`config.mk`:
```
export PLATFORM = sky130hd
export DESIGN_NAME = f5_equiv_sequencer
export DESIGN_NICKNAME = d
export VERILOG_FILES = /design/src/rtl/f5_equiv_sequencer.sv
export SDC_FILE = /design/constraint.sdc
export NUM_CORES = 1
export LEC_CHECK = 0
export CAP_MARGIN = 20
export CORE_MARGIN = 4
export CORE_UTILIZATION = 38
export CTS_BUF_LIST = sky130_fd_sc_hd__clkbuf_8
export DETAILED_ROUTE_END_ITERATION = 8
export PLACE_DENSITY = 0.71
export SYNTH_ARGS = -nofsm -noshare
export SYNTH_HDL_FRONTEND = slang
export SYNTH_SLANG_ARGS = --single-unit
```
`constraint.sdc`:
```
create_clock -name clk -period 2.02 [get_ports clk]
set_clock_uncertainty 0.15 [all_clocks]
set_input_delay 0.202 -clock clk [delete_from_list [all_inputs] [get_ports clk]]
set_output_delay 0.202 -clock clk [all_outputs]
set_load 0.005 [all_outputs]
```
`src/rtl/f5_equiv_sequencer.sv`:
```
// Self-check sequencer: sweeps every N-bit vector onto two function instances and
// compares their outputs. Optional macro F5_STOP_ON_MISMATCH_EN ends the sweep at the first mismatch.
module f5_equiv_sequencer #(
    parameter int N      = 3,
    parameter int SETTLE = 1
) (
    input  logic         clk,
    input  logic         reset,
    input  logic         start,
    input  logic         sa,
    input  logic         sb,
    output logic [N-1:0] vec,
    output logic         busy,
    output logic         done,
    output logic         pass,
    output logic [N:0]   err_count,
    output logic         err_valid,
    output logic [N-1:0] first_err
);

    localparam int CW = (SETTLE > 1) ? $clog2(SETTLE) : 1;
    localparam logic [CW-1:0] CNT_LAST = CW'(SETTLE - 1);
    localparam logic [N-1:0]  VEC_LAST = '1;
    localparam logic [N:0]    ERR_MAX  = {1'b1, {N{1'b0}}};

    typedef enum logic [1:0] {IDLE, APPLY, SAMPLE, DONE} state_t;

    state_t        state_q, state_d;
    logic [CW-1:0] cnt_q, cnt_d;
    logic [N-1:0]  vec_q, vec_d;
    logic          busy_q, busy_d;
    logic          done_q, done_d;
    logic          pass_q, pass_d;
    logic [N:0]    err_count_q, err_count_d;
    logic          err_valid_q, err_valid_d;
    logic [N-1:0]  first_err_q, first_err_d;
    logic          mismatch;
    logic          last;

    always_comb begin
        state_d     = state_q;
        cnt_d       = cnt_q;
        vec_d       = vec_q;
        busy_d      = busy_q;
        done_d      = 1'b0;
        pass_d      = pass_q;
        err_count_d = err_count_q;
        err_valid_d = err_valid_q;
        first_err_d = first_err_q;
        mismatch    = sa ^ sb;
        last        = 1'b0;
        case (state_q)
            IDLE: begin
                if (start) begin
                    state_d     = APPLY;
                    cnt_d       = '0;
                    vec_d       = '0;
                    busy_d      = 1'b1;
                    pass_d      = 1'b0;
                    err_count_d = '0;
                    err_valid_d = 1'b0;
                    first_err_d = '0;
                end
            end
            APPLY: begin
                if (cnt_q == CNT_LAST) begin
                    state_d = SAMPLE;
                end else begin
                    cnt_d = cnt_q + 1'b1;
                end
            end
            SAMPLE: begin
                if (mismatch) begin
                    if (err_count_q != ERR_MAX) begin
                        err_count_d = err_count_q + 1'b1;
                    end
                    if (!err_valid_q) begin
                        first_err_d = vec_q;
                        err_valid_d = 1'b1;
                    end
                end
`ifdef F5_STOP_ON_MISMATCH_EN
                last = (vec_q == VEC_LAST) || mismatch;
`else
                last = (vec_q == VEC_LAST);
`endif
                // pass uses the updated count so it is valid together with done
                if (last) begin
                    state_d = DONE;
                    done_d  = 1'b1;
                    pass_d  = (err_count_d == '0);
                end else begin
                    state_d = APPLY;
                    vec_d   = vec_q + 1'b1;
                    cnt_d   = '0;
                end
            end
            DONE: begin
                state_d = IDLE;
                busy_d  = 1'b0;
                vec_d   = '0;
            end
            default: state_d = IDLE;
        endcase
    end

    always_ff @(posedge clk) begin
        if (reset) begin
            state_q     <= IDLE;
            cnt_q       <= '0;
            vec_q       <= '0;
            busy_q      <= 1'b0;
            done_q      <= 1'b0;
            pass_q      <= 1'b0;
            err_count_q <= '0;
            err_valid_q <= 1'b0;
            first_err_q <= '0;
        end else begin
            state_q     <= state_d;
            cnt_q       <= cnt_d;
            vec_q       <= vec_d;
            busy_q      <= busy_d;
            done_q      <= done_d;
            pass_q      <= pass_d;
            err_count_q <= err_count_d;
            err_valid_q <= err_valid_d;
            first_err_q <= first_err_d;
        end
    end

    assign vec       = vec_q;
    assign busy      = busy_q;
    assign done      = done_q;
    assign pass      = pass_q;
    assign err_count = err_count_q;
    assign err_valid = err_valid_q;
    assign first_err = first_err_q;

endmodule
```
==> results of run 1 <==
-- synthesized netlist by cell type (all sizes together) --
library cell	count	share of area
and3	2	0.017
dfxtp	16	0.36
nand2b	1	0.0069
nor4	2	0.021
a21o	1	0.0083
a211oi	1	0.0083
a31o	2	0.019
nor2	8	0.033
a22oi	3	0.025
nor3	2	0.011
xor2	1	0.018
nand4b	1	0.0097
nand3b	1	0.0083
o21ai	8	0.044
ha	8	0.11
nor3b	3	0.025
nand2	9	0.037
nand3	3	0.017
buf	2	0.0097
o21a	2	0.017
a21boi	1	0.0083
mux2i	1	0.011
clkbuf	2	0.0083
nand4	2	0.014
inv	6	0.025
and2	4	0.028
mux2	1	0.017
xnor2	1	0.0097
a21oi	14	0.078
-- sequential cells by signal, summed over array words and instances (netlist names) --
name and count:
done 1, state_q 2, first_err 3, vec 3, pass 1, busy 1, err_count 4, err_valid 1
-- worst max-delay path, cell delays in order, from the launching register on --
cell     delay [ns]
dfxtp_1        0.34
inv_1          0.11
ha_1           0.48
mux2i_1        0.16
buf_4          0.20
a21oi_1        0.12
nor3b_1        0.06
a21o_1         0.15
-- layer usage --
layer / track usage / vias up / share of wire
met5: 0 / - / 0
met4: 0.0610 / 0 / 0.020
met3: 0.0299 / 4 / 0.035
met2: 0.223 / 18 / 0.48
met1: 0.158 / 408 / 0.47
li1: - / 424 / -
-- final timing paths --
path / depth (start not counted) / slack (ns) / end
max: 7 / 0.15 / pass
min: 2 / 0.33 / first_err[2]
max reg2reg: 7 / 0.15 / pass
min reg2reg: 2 / 0.33 / first_err[2]
-- where the power goes --
group | switching, W | leakage [nW] | total, W | internal, W
sequential | 0.0000120 | 0.130 | 0.000340 | 0.000328
clock | 0.000103 | 0.0216 | 0.000235 | 0.000132
combinational | 0.0000924 | 0.297 | 0.000160 | 0.0000674
total | 0.000207 | 0.448 | 0.000735 | 0.000527
-- layout make-up --
class / instances / area, sq um / share of cell area
Multi-Input combinational cell: 82 / 543 / 0.466
Sequential cell: 16 / 320 / 0.275
Timing Repair Buffer: 21 / 203 / 0.174
Clock buffer: 3 / 41.3 / 0.0354
Tap cell: 28 / 35.0 / 0.0301
Inverter: 6 / 22.5 / 0.0193
-- per-stage QoR --
step	hold WS, ns	std cells	util
2_1_floorplan	0.309	108	-
3_3_place_gp	0.313	153	0.503
3_5_place_dp	0.321	153	0.503
4_1_cts	0.332	156	0.522
5_1_grt	0.365	156	0.522
6_report	0.326	156	0.522
-- kinds of logic after synthesis --
kind of cell | Yosys count | share of synthesized area
AND/OR/NAND/NOR | 38 | 0.227
AO/OA/AOI/OAI | 32 | 0.208
flip-flops | 16 | 0.355
buffers and inverters | 10 | 0.0430
adder cells (fa/ha/maj) | 8 | 0.111
XOR/XNOR | 2 | 0.0277
multiplexers | 2 | 0.0277
==> results_dict.tcl, run 1 <==
set metrics [dict create \
    status "finished clean" \
    worstHoldStart "first_err[2]" \
    synth_nets 121 \
    cts_tree "done" \
    grt_pass1_vias 805 \
    layout_min_cycle_time_ns 1.87 \
    syn_avg_cell_area_sq_um 8.35 \
    rows 17 \
    clkTransAtPathRegs_ns 0.06 \
    post_synth_num_cell_types 32 \
    fin_crit_sh 0.925 \
    min_path_type "reg -> reg" \
    power_w 0.000735 \
    endpoint_kind "flip-flop" \
    fp.dieArea_sq_um 3220 \
    drc 0 \
    slew_viol_final 0 \
    post-place-ws_ns 0.0474 \
    num_antenna_cells 0 \
    htreeDepth 1 \
    arrival_ns 1.86 \
    post_cts_buffers 0 \
    leakage_nw 0.448 \
    cts_sinks 16 \
    routedWlPerCell_microns 13.0 \
    root_buffer "clkbuf_8" \
    grt_antenna_before_repair 0 \
    via_per_inst 5.47 \
    finish.instance_area_sq_um 1160 \
    final_nets 143 \
    fmax_mhz 535 \
    dr.first_iter.drc_count 28 \
    critPathLaunch "state_q[0]" \
    rsz0062_at_grt "no" \
    fp.dieH_microns 56.7 \
    vdd.ir_drop.worst_mv 0.296 \
    drt_pass1_iterations 4 \
    syn_inst 108 \
    fillerInstances 214 \
    vias 854 \
    ys_warn_count 0 \
    layout_common_cells "clkdlybuf4s50_1, dfxtp_1, a21oi_1" \
    final_common_cell "clkdlybuf4s50_1" \
    synth_seq_cells 16 \
    finalWorstSetupSlack_ns 0.152 \
    syn2layout_area_growth_pct 29.1 \
    clk_latency_ns 0.24 \
    setup_viol 0 \
    powerDensity_nw_per_um2 631 \
    io_pins 19 \
    grt_max_degree 16 \
    cts_hold_buf 0 \
    gp_congestion 0.759 \
    layout-drive-gt1-share 0.102 \
    crit_fanout 15 \
    path_class "reg -> reg" \
    critPathRequiredTime_ns 2.01 \
    io_buffers 18 \
    critPathLaunchType "flip-flop" \
    cts.path.max_buffers 2 \
    initial_core_util 0.404 \
    grt_usage 0.133 \
    synth_area_sq_um 902 \
    dpl_cell_area_sq_um 1120 \
    final_hold_viol_count 0 \
    core_area_sq_um 2230 \
    dp_hpwl_microns 1540 \
    numCtsBuffers 3 \
    maxCapViolations 0 \
    tightest_slew_ns 0.494 \
    reg2reg_from "state_q[0]" \
    ant_nets 0 \
    finalSetupTns_ns 0 \
    yosysSeqAreaShare 0.355 \
    die_x_microns 56.7 \
    maxSlewHeadroom 0.671 \
    wl_microns 2030 \
    cts_resized 0 \
    grt_overflow 0 \
    grt_pass1_wl_microns 3400 \
]
Power figures use the tool's default switching activity.
==> inputs of run 2 (changes only) <==
- CORE_UTILIZATION: 38 -> 52
- PLACE_DENSITY: 0.71 -> 0.9
==> run 2 against run 1 <==
Die area decreased by 23%. Worst setup slack improved by 0.0018 ns. Design area increased by 0.54%. Largest power group unchanged.
==> results_dict.tcl, run 2 (synthesis gave the netlist of run 1 again) <==
set metrics [dict create \
    finalSetupTns_ns 0 \
    vias 853 \
    final_common_cell "clkdlybuf4s50_1" \
    root_buffer "clkbuf_8" \
    cts_sinks 16 \
    wl_microns 2140 \
    powerDensity_nw_per_um2 673 \
    fin_crit_sh 0.924 \
    setup_viol 0 \
    rsz0062_at_grt "no" \
    post_cts_buffers 0 \
    cpLargestDelayFamily "adder cells" \
    grt_antenna_before_repair 0 \
    die_x_microns 49.7 \
    min_path_type "reg -> reg" \
    cts.path.max_buffers 2 \
    grt_usage 0.182 \
    crit_buf_inv 2 \
    dp_hpwl_microns 1500 \
    leakage_nw 0.460 \
    io_pins 19 \
    layout-drive-gt1-share 0.115 \
    layout_min_cycle_time_ns 1.87 \
    fp.dieH_microns 49.7 \
    final_hold_viol_count 0 \
    numCtsBuffers 3 \
    critPathLaunchType "flip-flop" \
    dp_cells 142 \
    initial_core_util 0.572 \
    fp.dieArea_sq_um 2470 \
    critPathSlowestCell "ha_1" \
    endpoint_kind "flip-flop" \
    clk_latency_ns 0.25 \
    maxSlewHeadroom 0.682 \
    cts_tree "done" \
    htreeDepth 1 \
    status "finished clean" \
    syn2layout_area_growth_pct 29.8 \
    post-route-util 0.743 \
    grt_max_degree 16 \
    grt_pass1_vias 801 \
    routedWlPerCell_microns 14.7 \
    final_cells 146 \
    tightest_slew_ns 0.477 \
    crit_fanout 15 \
    critPathRequiredTime_ns 2.02 \
    slew_viol_final 0 \
    core_area_sq_um 1580 \
    num_antenna_cells 0 \
    via_per_inst 5.84 \
    maxCapViolations 0 \
    gp_congestion 0.822 \
    crit_chain "inv_1 -> ha_1 -> mux2i_1 -> buf_4 -> a21oi_1 -> nor3b_1 -> a21o_1" \
    ant_nets 0 \
    dr.first_iter.drc_count 34 \
    grt_pass1_wl_microns 3560 \
    slowest_delay_ns 0.47 \
    final_nets 144 \
    largest_reg_flops 4 \
    cts_hold_buf 0 \
    cts_resized 0 \
    layout_common_cells "clkdlybuf4s50_1, dfxtp_1, a21oi_1" \
    fillerInstances 116 \
    io_buffers 18 \
    fmax_mhz 536 \
    drc 0 \
    clkTransAtPathRegs_ns 0.06 \
    vdd.ir_drop.worst_mv 0.417 \
    drt_pass1_iterations 4 \
    arrival_ns 1.86 \
    rows 14 \
    path_class "reg -> reg" \
    grt_overflow 0 \
]
[run 2: cell count changes in the layout (fill, tap and decap cells not counted), sizes merged]
cell	before	now
buf	3	4
clkbuf	3	4
[run 2: final timing paths]
check                     from      endpoint  slack (ns)  depth (start not counted)
setup / recovery    state_q[0]          pass        0.15                          7
hold / removal    first_err[0]  first_err[0]        0.33                          2
hold reg to reg   first_err[0]  first_err[0]        0.33                          2
setup reg to reg    state_q[0]          pass        0.15                          7
[run 2: per-stage QoR]
stage / area [sq um] / total power, W / hold slack (ns) / setup slack, ns
floorplan: 902 / 0.000449 / 0.309 / 0.409
global placement: 1120 / 0.000500 / 0.311 / 0.110
detailed placement: 1120 / 0.000508 / 0.319 / 0.0424
CTS: 1170 / 0.000787 / 0.334 / 0.187
global route: 1170 / 0.000829 / 0.351 / 0.0409
finish: 1170 / 0.000789 / 0.328 / 0.154
[run 2: layout make-up]
type | instances | area, sq um | share of cell area
multi-input cells | 82 | 543 | 0.464
well taps | 16 | 20.0 | 0.0171
inverters | 6 | 22.5 | 0.0192
clock buffers | 4 | 55.1 | 0.0470
flip-flops and latches | 16 | 320 | 0.274
repair buffers | 22 | 210 | 0.179
[run 2: power by group]
group          switching, W  internal (W)
Combinational     0.0000958     0.0000691
Sequential        0.0000131      0.000328
Clock              0.000110      0.000173
Total              0.000219      0.000570
[run 2: worst min-delay path, cell delays in order, from the launching register on]
cell and delay, ns:
dfxtp_1 0.31, o21ai_0 0.06, a21oi_1 0.06
[run 2: routing by layer]
metal / wire (microns) / vias to the layer above / track usage
met3: 93 / 8 / 0.0331
met1: 1010 / 393 / 0.241
li1: - / 425 / -
met2: 994 / 27 / 0.291
met4: 39 / 0 / 0.0691
met5: 0 / - / 0
==> inputs of run 3 (changes only) <==
- CTS_CLUSTER_SIZE: default -> 12
==> results of run 3 <==
The final DEF is identical to that of run 2; final timing and power are the same.
